**src/rtl/seqframer.sv**
```systemverilog
// Serial frame transmitter: groups parallel words into frames, prefixes each frame
// with a Sync header and shifts everything out MSB first on a single line.
module seqframer #(
  parameter int unsigned      Width      = 8,
  parameter logic [Width-1:0] Sync       = Width'(8'b00111100),
  parameter int unsigned      FrameBytes = 4
) (
  input  logic             clk,
  input  logic             rst,
  input  logic [Width-1:0] data_in,
  input  logic             data_valid,
  output logic             data_ready,
  output logic             dout,
  output logic             dout_valid,
  output logic             sync_active,
  output logic             frame_done,
  output logic             underrun
);

  localparam int unsigned BitCntW  = (Width > 1) ? $clog2(Width) : 1;
  localparam int unsigned WordCntW = 8;

  localparam logic [BitCntW-1:0]  LastBit  = BitCntW'(Width - 1);
  localparam logic [BitCntW-1:0]  PenBit   = BitCntW'(Width - 2);
  localparam logic [WordCntW-1:0] LastWord = WordCntW'(FrameBytes - 1);

  typedef enum logic [1:0] {
    S_IDLE,
    S_SYNC,
    S_DATA,
    S_STALL
  } state_t;

  state_t              r_state;
  logic [Width-1:0]    r_hold;
  logic                r_hold_full;
  logic                r_data_ready;
  logic [Width-1:0]    r_shift;
  logic [BitCntW-1:0]  r_bitcnt;
  logic [WordCntW-1:0] r_wordcnt;
  logic                r_dout;
  logic                r_dout_valid;
  logic                r_sync_active;
  logic                r_frame_done;
  logic                r_underrun;

  logic w_accept;
  logic w_last_bit;
  logic w_frame_end;
  logic w_consume;
  logic w_hold_full_nxt;

  assign w_accept    = data_valid && r_data_ready;
  assign w_last_bit  = (r_bitcnt == LastBit);
  assign w_frame_end = (r_wordcnt == LastWord);

  // The shifter takes the held word at these word boundaries; a write can only land
  // when hold is empty, so consume and accept never coincide.
  always_comb begin
    w_consume = 1'b0;
    unique case (r_state)
      S_SYNC:  w_consume = w_last_bit;
      S_DATA:  w_consume = w_last_bit && !w_frame_end && r_hold_full;
      S_STALL: w_consume = r_hold_full;
      default: w_consume = 1'b0;
    endcase
  end

  assign w_hold_full_nxt = w_consume ? 1'b0 : (w_accept ? 1'b1 : r_hold_full);

  always_ff @(posedge clk or posedge rst) begin
    if (rst) begin
      r_state       <= S_IDLE;
      r_hold        <= '0;
      r_hold_full   <= 1'b0;
      r_data_ready  <= 1'b1;
      r_shift       <= '0;
      r_bitcnt      <= '0;
      r_wordcnt     <= '0;
      r_dout        <= 1'b1;
      r_dout_valid  <= 1'b0;
      r_sync_active <= 1'b0;
      r_frame_done  <= 1'b0;
      r_underrun    <= 1'b0;
    end else begin
      if (w_accept) begin
        r_hold <= data_in;
      end
      r_hold_full  <= w_hold_full_nxt;
      r_data_ready <= !w_hold_full_nxt;
      r_frame_done <= 1'b0;
      r_underrun   <= 1'b0;

      unique case (r_state)
        S_IDLE: begin
          if (r_hold_full) begin
            r_shift       <= Sync;
            r_dout        <= Sync[Width-1];
            r_bitcnt      <= '0;
            r_dout_valid  <= 1'b1;
            r_sync_active <= 1'b1;
            r_state       <= S_SYNC;
          end else begin
            r_dout        <= 1'b1;
            r_dout_valid  <= 1'b0;
            r_sync_active <= 1'b0;
          end
        end

        S_SYNC: begin
          if (w_last_bit) begin
            r_shift       <= r_hold;
            r_dout        <= r_hold[Width-1];
            r_bitcnt      <= '0;
            r_sync_active <= 1'b0;
            r_state       <= S_DATA;
          end else begin
            r_shift  <= r_shift << 1;
            r_dout   <= r_shift[Width-2];
            r_bitcnt <= r_bitcnt + BitCntW'(1);
          end
        end

        S_DATA: begin
          if (w_last_bit) begin
            if (w_frame_end) begin
              r_wordcnt <= '0;
              if (r_hold_full) begin
                // Next frame is already waiting: header follows with no idle gap.
                r_shift       <= Sync;
                r_dout        <= Sync[Width-1];
                r_bitcnt      <= '0;
                r_sync_active <= 1'b1;
                r_state       <= S_SYNC;
              end else begin
                r_dout        <= 1'b1;
                r_dout_valid  <= 1'b0;
                r_state       <= S_IDLE;
              end
            end else begin
              r_wordcnt <= r_wordcnt + WordCntW'(1);
              if (r_hold_full) begin
                r_shift  <= r_hold;
                r_dout   <= r_hold[Width-1];
                r_bitcnt <= '0;
              end else begin
                r_dout       <= 1'b1;
                r_dout_valid <= 1'b0;
                r_underrun   <= 1'b1;
                r_state      <= S_STALL;
              end
            end
          end else begin
            r_shift      <= r_shift << 1;
            r_dout       <= r_shift[Width-2];
            r_bitcnt     <= r_bitcnt + BitCntW'(1);
            // Registered pulse lines up with the final data bit of the frame.
            r_frame_done <= w_frame_end && (r_bitcnt == PenBit);
          end
        end

        S_STALL: begin
          if (r_hold_full) begin
            r_shift      <= r_hold;
            r_dout       <= r_hold[Width-1];
            r_bitcnt     <= '0;
            r_dout_valid <= 1'b1;
            r_state      <= S_DATA;
          end else begin
            r_dout       <= 1'b1;
            r_dout_valid <= 1'b0;
          end
        end

        default: begin
          r_dout        <= 1'b1;
          r_dout_valid  <= 1'b0;
          r_sync_active <= 1'b0;
          r_state       <= S_IDLE;
        end
      endcase
    end
  end

  assign data_ready  = r_data_ready;
  assign dout        = r_dout;
  assign dout_valid  = r_dout_valid;
  assign sync_active = r_sync_active;
  assign frame_done  = r_frame_done;
  assign underrun    = r_underrun;

endmodule

```
**config.mk**
```make
export PLATFORM = sky130hd
export DESIGN_NAME = seqframer
export DESIGN_NICKNAME = d
export VERILOG_FILES = /design/src/rtl/seqframer.sv
export SDC_FILE = /design/constraint.sdc
export NUM_CORES = 1
export LEC_CHECK = 0
export BUFFER_PORTS_ARGS = -buffer_cell sky130_fd_sc_hd__buf_4
export CAP_MARGIN = 20
export CORE_UTILIZATION = 50
export CTS_CLUSTER_DIAMETER = 50
export DETAILED_ROUTE_END_ITERATION = 6
export GPL_TIMING_DRIVEN = 0
export HOLD_SLACK_MARGIN = 0.05
export PLACE_DENSITY = 0.72
export SLEW_MARGIN = 25
export SYNTH_ARGS = -nofsm -noshare
export SYNTH_HDL_FRONTEND = slang
export SYNTH_SLANG_ARGS = --single-unit
```
**constraint.sdc**
```tcl
create_clock -name clk -period 1.9 [get_ports clk]
set_input_delay 0.285 -clock clk [delete_from_list [all_inputs] [get_ports clk]]
set_output_delay 0.285 -clock clk [all_outputs]
set_load 0.05 [all_outputs]
```
* Yosys cells after proc, flatten, opt, wreduce, memory -nomap -nowiden
Cells that the tools add are included.
Storage, ports and cells: input port bits 11, register bits 36, logic and storage cells 84
Cells by class: equality and inequality tests 14, muxes and demuxes 42, add/sub/neg operators 2, reduce and logical (&&, ||, !) cells 14
Operator list (number):
- 2-to-1 mux 8 bit | 6
- one-hot mux 8 bit (4 select lines) | 1
- 2-to-1 mux 1 bit | 20
- != test 2 bit (second input constant) | 7
- 2-to-1 mux 2 bit | 6
- AND reduction 5 bit | 2
- 2-to-1 mux 3 bit | 3
- one-hot mux 3 bit (3 select lines) | 1
- adder 8 x 1 -> 8 bit (second input constant) | 1
- equality test 8 x 2 -> 1 bit (second input constant) | 1
- one-hot mux 2 bit (4 select lines) | 1
- equality test 3 bit (second input constant) | 2
- one-hot mux 1 bit (3 select lines) | 2
- equality test 2 bit (second input constant) | 2
- logical AND 1 bit | 4
- one-hot mux 1 bit (4 select lines) | 1
- adder 3 x 1 -> 3 bit (second input constant) | 1
- != test 3 bit (second input constant) | 1
- AND reduction 3 bit | 1
- nonzero test 3 bit | 1
- equality test 2 x 1 -> 1 bit (second input constant) | 1
- zero test 1 bit | 2
- zero test 2 bit | 1
- one-hot mux 1 bit (2 select lines) | 1
- other kinds (3) | 3

* Longest topological paths before layout
Gate-level depths: netlist (run 1).
word-level depth 7, depth in mapped cells 8

* Worst setup path before layout (run 1)
OpenSTA, ideal clock, no wires.
path kind register -> register, start point register r_wordcnt[0], end point register r_state[1], library setup time 128 ps, arrival 1937 ps, setup slack -165 ps, path buffers 0, required time 1772 ps, cell stages (with the launch flop) 6, period minus slack after synthesis 2065 ps, cells stage by stage dfrtp_1 > ha_1 > or4b_4 > or2_4 > a311oi_2 > mux2_1
On the way: word-level cells in the longest chain between the ends 4, elaborated cells between the ends (all ways) 6
RTL lines:
- from (decl) | line 40 | logic [WordCntW-1:0] r_wordcnt;
- from (signal assigned) | line 141 | r_wordcnt <= r_wordcnt + WordCntW'(1);
- equality test 8 x 2 -> 1 bit (*) | line 55 | assign w_frame_end = (r_wordcnt == LastWord);
- 2-to-1 mux 2 bit | line 126 | if (w_frame_end) begin
- 2-to-1 mux 2 bit | line 125 | if (w_last_bit) begin
- one-hot mux 2 bit (4 select lines) | line 94 | unique case (r_state)
- to (signal assigned) | line 102 | r_state <= S_SYNC;
- to (signal assigned) | line 134 | r_state <= S_SYNC;
- to (signal assigned) | line 138 | r_state <= S_IDLE;
- to (decl) | line 34 | state_t r_state;
Every way passes the cells marked *; elsewhere a longest branch is shown, timed or not. The select of a mux whose other input is x is not followed. A chain may end at the register's enable or synchronous reset.

* Worst setup path after layout (run 1)
start point register r_wordcnt[1], end point register r_state[1]
The elaborated chain is that of the path after synthesis.

==> results of run 1 <==
power by group:
group | switching, uW | internal, uW | total (uW)
combinational | 984 | 754 | 1740
clock | 281 | 424 | 705
sequential | 222 | 1030 | 1250
total | 1490 | 2210 | 3700
cell families after synthesis:
family / Yosys count / synth area share [%]
compound gates: 60 / 23.70
simple gates: 41 / 10.84
flops: 35 / 47.27
buf+inv: 21 / 4.242
fa+ha+maj: 10 / 6.734
mux: 8 / 4.849
xor+xnor: 5 / 2.357
synth_stat cells (all sizes together), types with 5 or more instances:
cell type  number  area (sq um)
o21ai           9         45.04
dfrtp          33         825.8
a21oi           7         35.03
o221ai          9         78.83
clkbuf         10         37.54
nand2          13         48.80
ha             10         125.1
nor2           12         45.04
a22oi           7         52.55
o22ai           5         31.28
inv            10         37.53
mux2            8         90.09
state kept, by name, indices dropped and copies added (netlist names):
| register | flops |
|---|---|
| underrun | 1 |
| dout | 1 |
| r_bitcnt | 3 |
| sync_active | 1 |
| r_shift | 7 |
| r_hold_full | 1 |
| dout_valid | 1 |
| r_state | 2 |
| r_wordcnt | 8 |
| data_ready | 1 |
| r_hold | 8 |
| frame_done | 1 |
final cells by class:
class,count,share of cell area [%]
clock buffers,6,3.636
well taps,46,2.534
plain buffers,8,2.259
clock inverters,2,1.543
inverters,10,1.653
multi-input cells,124,41.71
flip-flops and latches,35,38.73
repair buffers,24,7.934
worst max-delay path, cell delays in order (launching register included):
cell	delay, ps
dfrtp_1	360
ha_2	180
or4b_4	480
or2_4	260
a311oi_4	300
mux2_4	330
layer usage:
metal / vias to the layer above / global-route usage, %
li1: 716 / -
met1: 755 / 30.78
met2: 65 / 38.58
met3: 15 / 6.387
met4: 0 / 11.92
met5: - / 0
timing repair:
action / CTS / global route
gates resized for setup: 9 / 20
cloned: 0 / 0
setup buffers: 5 / 3
pin swaps: 3 / 4
endpoints found under the setup margin: 19 / 14
placed cells by master (no fill, tap or decap), types with 3 or more instances in the layout:
cell type and n:
inv_1 8, clkbuf_8 6, a22oi_1 6, clkbuf_1 3, o221ai_1 9, ha_1 7, nand2_1 13, nor2_1 10
buf_4 25, o22ai_1 5, xnor2_1 4, o21ai_0 7, ha_2 3, mux2_2 7, o21a_1 3, dfrtp_1 32
a21boi_0 4, a21oi_1 7
how the worst min path moves through the flow:
| stage | depth (start not counted) | to | from | slack (ps) |
|---|---|---|---|---|
| 2_1_floorplan | 2 | r_hold[2]$_DFFE_PP0P_ | data_in[2] | 400 |
| 3_3_place_gp | 1 | r_wordcnt[7]$_DFFE_PP0P_ | r_wordcnt[7]$_DFFE_PP0P_ | 470 |
| 3_5_place_dp | 2 | r_hold[1]$_DFFE_PP0P_ | rst | 460 |
| 4_1_cts | 2 | r_hold[1]$_DFFE_PP0P_ | rst | 130 |
| 5_1_grt | 2 | r_shift[1]$_DFF_PP0_ | rst | 180 |
| 6_report | 2 | r_hold[1]$_DFFE_PP0P_ | rst | 100 |
stage by stage:
step | hold slack (ps) | power, uW | setup TNS (ps) | utilization (%)
detailed placement | 457.9 | 2771 | -3205 | 59.21
global placement | 465.7 | 2705 | -2404 | 59.21
CTS | 134.0 | 3526 | -159.8 | 63.98
floorplan | 401.8 | 2372 | -81.59 | -
finish | 103.3 | 3698 | -124.9 | 65.98
global route | 183.4 | 3935 | -182.0 | 65.98
==> results.cfg, run 1 <==
[outcome]
status = finished, violations left
violations = negative setup slack

[floorplanning]
die_w_um = 62.96
num_io_pins = 17
core_sq_mm = 0.003442
die_height_um = 62.96
dieArea_sq_mm = 0.003964
row_count = 21
start_util_pct = 53.98

[detailed_routing]
dr.pass1.iters = 4
drtIter0Drc = 152
dr_wl_met3_um = 263
routed_wl_um = 4310
drt-met1-wl_um = 1878
drtAntennaViolNets = 0
drc = 0
vias = 1551
highest_layer = met4
dr_wl_met2_um = 2041
routedWlPerCell_um = 16.90
via_per_inst = 6.082

[finish]
diodes = 0
multiInputGateArea_sq_um = 947.2
stdcell_area_sq_mm = 0.002271
nets = 229
area_growth_pct = 22.22
regArea_sq_um = 879.6
fin_cells = 255
drive_gt1_share_pct = 30.14
fill_cells = 263

[synth]
ys.flop_type = dfrtp_1
synth.distinct_cells = 43
netlist_area_sq_mm = 0.001858
synthCells = 180
syn_area_per_cell_sq_um = 10.32
synth_edf_count = 0
ys_ff_latch = 35
ys_warn_count = 0
yosysSeqAreaShare_pct = 47.27
synth_fp_nets = 201
synthArstFlopShare_pct = 100.0

[worst_setup_path]
r2r_start = r_wordcnt[1]$_DFFE_PP0P_
crit_path_start = r_wordcnt[1]$_DFFE_PP0P_
cp.arrival_ps = 2210
cp_max_fo = 2
startpoint_type = flip-flop
path_class = reg2reg
required_ps = 2080
cp-end-kind = flip-flop
endpoint = r_state[1]$_DFFE_PP0P_
regToRegSetupSlack_ps = -120
regToRegEndpoint = r_state[1]$_DFFE_PP0P_
reg2reg_depth = 5

[clocking]
cts_sinks = 35
htreeDepth = 2
cts-buffers-inserted = 5
root_buffer = clkbuf_8
clk_path_buf_depth = 2
cts_tree = built
ctsHoldBuffers = 0
clk_latency_ps = 300
clk_pin_slew_ps = 70

[global_route]
grt_pass1_wl_um = 7383
grt_max_degree = 36
antenna_found_initial = 0
grt_pass1_vias = 1549
track_usage_pct = 24.41
grt_overflow = 0

[placement]
dpl.cell_count = 242
portBuffers = 16
hpwl_um = 2814
placed_area_sq_mm = 0.002038
globalplace.congestion = 0.8621
dp_slack_ps = -276.6

[timing]
rsz0062_at_grt = true
fin_skew_ps = 6.017
finalCritPeriodShare_pct = 106.6
fmax_mhz = 493.9
worst_slack_ps = -124.9
worst_slew_pin_slew_ps = 711.6
hold_viol_final = 0
maxSlewHeadroom_pct = 52.49
period_minus_slack_ps = 2025
drv_slew = 0
setup_viol = 1

[power]
peakVddDrop_mv = 0.7487
powerDensity_mw_per_mm2 = 1628
p_leak_uw = 0.001046

[flow_run]
cap_viol_max_count = 0

[worst_hold_path]
hold_class = in2async
No activity file was read; power rests on OpenSTA's default activity.
==> run 2: changes to the inputs <==
--- a/config.mk
+++ b/config.mk
@@ -7,12 +7,13 @@
 export LEC_CHECK = 0
 export BUFFER_PORTS_ARGS = -buffer_cell sky130_fd_sc_hd__buf_4
 export CAP_MARGIN = 20
-export CORE_UTILIZATION = 50
+export CORE_UTILIZATION = 53
 export CTS_CLUSTER_DIAMETER = 50
 export DETAILED_ROUTE_END_ITERATION = 6
 export GPL_TIMING_DRIVEN = 0
 export HOLD_SLACK_MARGIN = 0.05
-export PLACE_DENSITY = 0.72
+export MAX_ROUTING_LAYER = met4
+export PLACE_DENSITY = 0.75
 export SLEW_MARGIN = 25
 export SYNTH_ARGS = -nofsm -noshare
 export SYNTH_HDL_FRONTEND = slang
==> results.cfg, run 2 (same netlist as run 1, synthesis figures left out) <==
[clocking]
ctsHoldBuffers = 0
clk_path_buf_depth = 2
clk_latency_ps = 340
cts_sinks = 35
cts-buffers-inserted = 5
clk_pin_slew_ps = 110
root_buffer = clkbuf_4
cts_tree = built
htreeDepth = 2

[timing]
hold_viol_final = 0
period_minus_slack_ps = 1983
fmax_mhz = 504.4
maxSlewHeadroom_pct = 51.20
worst_slack_ps = -82.67
drv_slew = 0
finalCritPeriodShare_pct = 104.4
rsz0062_at_grt = true
setup_viol = 2
fin_skew_ps = 7.544
worst_slew_pin_slew_ps = 730.9

[placement]
dp_slack_ps = -279.0
placed_area_sq_mm = 0.002038
portBuffers = 16
hpwl_um = 2687
dpl.cell_count = 242
globalplace.congestion = 0.8873

[detailed_routing]
dr_wl_met2_um = 1891
drc = 2
dr_wl_met3_um = 279
routedWlPerCell_um = 15.93
vias = 1534
drtAntennaViolNets = 0
dr.pass1.iters = 7
drt-met1-wl_um = 1745
drtIter0Drc = 104
via_per_inst = 6.087
routed_wl_um = 4015
highest_layer = met4

[floorplanning]
row_count = 21
core_sq_mm = 0.003337
start_util_pct = 55.68
num_io_pins = 17
die_w_um = 61.21
dieArea_sq_mm = 0.003747
die_height_um = 61.21

[worst_setup_path]
path_class = reg2reg
cp.arrival_ps = 2210
required_ps = 2130
cp-end-kind = flip-flop
startpoint_type = flip-flop
slowest_stage = or4b_4
worstPathCellList = ha_4 -> or4b_4 -> or2_4 -> a311oi_4 -> mux2_4
cp_max_fo = 3
max_stage_delay_ps = 470

[global_route]
grt_pass1_wl_um = 6699
antenna_found_initial = 0
grt_pass1_vias = 1385
track_usage_pct = 25.91
grt_overflow = 0
grt_max_degree = 36

[flow_run]
cap_viol_max_count = 0

[finish]
final_cell_mix = 33 x dfrtp_1, 21 x buf_4, 13 x nand2_1, 10 x nor2_1, 9 x o221ai_1
nets = 226
final_common_cell = dfrtp_1
diodes = 0
drive_gt1_share_pct = 29.61
stdcell_area_sq_mm = 0.002221
reg_top3 = r_hold (8), r_wordcnt (8), r_shift (7)
fin_cells = 252
area_growth_pct = 19.53

[outcome]
violations = design-rule violations, negative setup slack
status = finished, violations left

[worst_hold_path]
hold_class = in2async

[power]
p_leak_uw = 0.001012
powerDensity_mw_per_mm2 = 1544
peakVddDrop_mv = 0.8530
[run 2: path summary, 6_finish.rpt]
| path | from | endpoint | slack, ps | depth (start not counted) |
|---|---|---|---|---|
| min in group clk | data_in[3] | r_hold[3]$_DFFE_PP0P_ | 140 | 3 |
| worst min register to register | r_wordcnt[7]$_DFFE_PP0P_ | r_wordcnt[7]$_DFFE_PP0P_ | 490 | 1 |
| worst max register to register | r_wordcnt[0]$_DFFE_PP0P_ | r_state[1]$_DFFE_PP0P_ | -80 | 5 |
| worst max-delay path | r_wordcnt[0]$_DFFE_PP0P_ | r_state[1]$_DFFE_PP0P_ | -80 | 5 |
| worst min-delay path | rst | r_shift[3]$_DFF_PP0_ | 60 | 2 |
| max in group asynchronous | rst | r_bitcnt[2]$_DFF_PP0_ | 1370 | 2 |
[run 2: final cells by class]
| class | instances | area, sq um |
|---|---|---|
| inverters | 10 | 37.54 |
| clock inverters | 1 | 7.507 |
| repair buffers | 21 | 157.7 |
| plain buffers | 8 | 48.80 |
| fillers | 266 | 1116 |
| clock buffers | 7 | 65.06 |
| multi-input cells | 124 | 968.4 |
| flip-flops and latches | 35 | 878.3 |
| well taps | 46 | 57.56 |
[run 2: metal layers]
| layer | vias up | global-route usage, % |
|---|---|---|
| met3 | 12 | 6.933 |
| met4 | 0 | 9.416 |
| met5 | - | - |
| li1 | 714 | - |
| met2 | 62 | 38.51 |
| met1 | 746 | 33.96 |
[run 2: power breakdown]
part	total [uW]	switching, uW	internal (uW)
registers	1250	220	1030
clock network	478	261	216
logic	1700	967	735
total	3430	1450	1980
[run 2: timing repair]
| item | in CTS | in global routing |
|---|---|---|
| gates cloned | 0 | 0 |
| setup endpoints to repair | 19 | 13 |
| pin swaps | 2 | 1 |
| buffers inserted | 5 | 0 |
| resized for setup | 10 | 17 |
[run 2: critical path: cells and delay by family (launching register included)]
family                     cells  cell delay [ps]
DFF                            1              410
AOI/OAI and AO/OA              1              250
adders and majority gates      1              150
and+or+nand+nor                2              740
muxes                          1              330
[run 2: per-stage QoR]
| step | total power, uW | setup TNS (ps) | hold WS (ps) | util, % |
|---|---|---|---|---|
| floorplan | 2372 | -81.59 | 401.8 | - |
| global placement | 2697 | -2142 | 464.4 | 61.08 |
| detailed placement | 2761 | -2863 | 460.0 | 61.08 |
| CTS | 3283 | -202.0 | 92.83 | 64.90 |
| global route | 3681 | -363.6 | 90.00 | 66.55 |
| finish | 3429 | -82.69 | 58.40 | 66.55 |
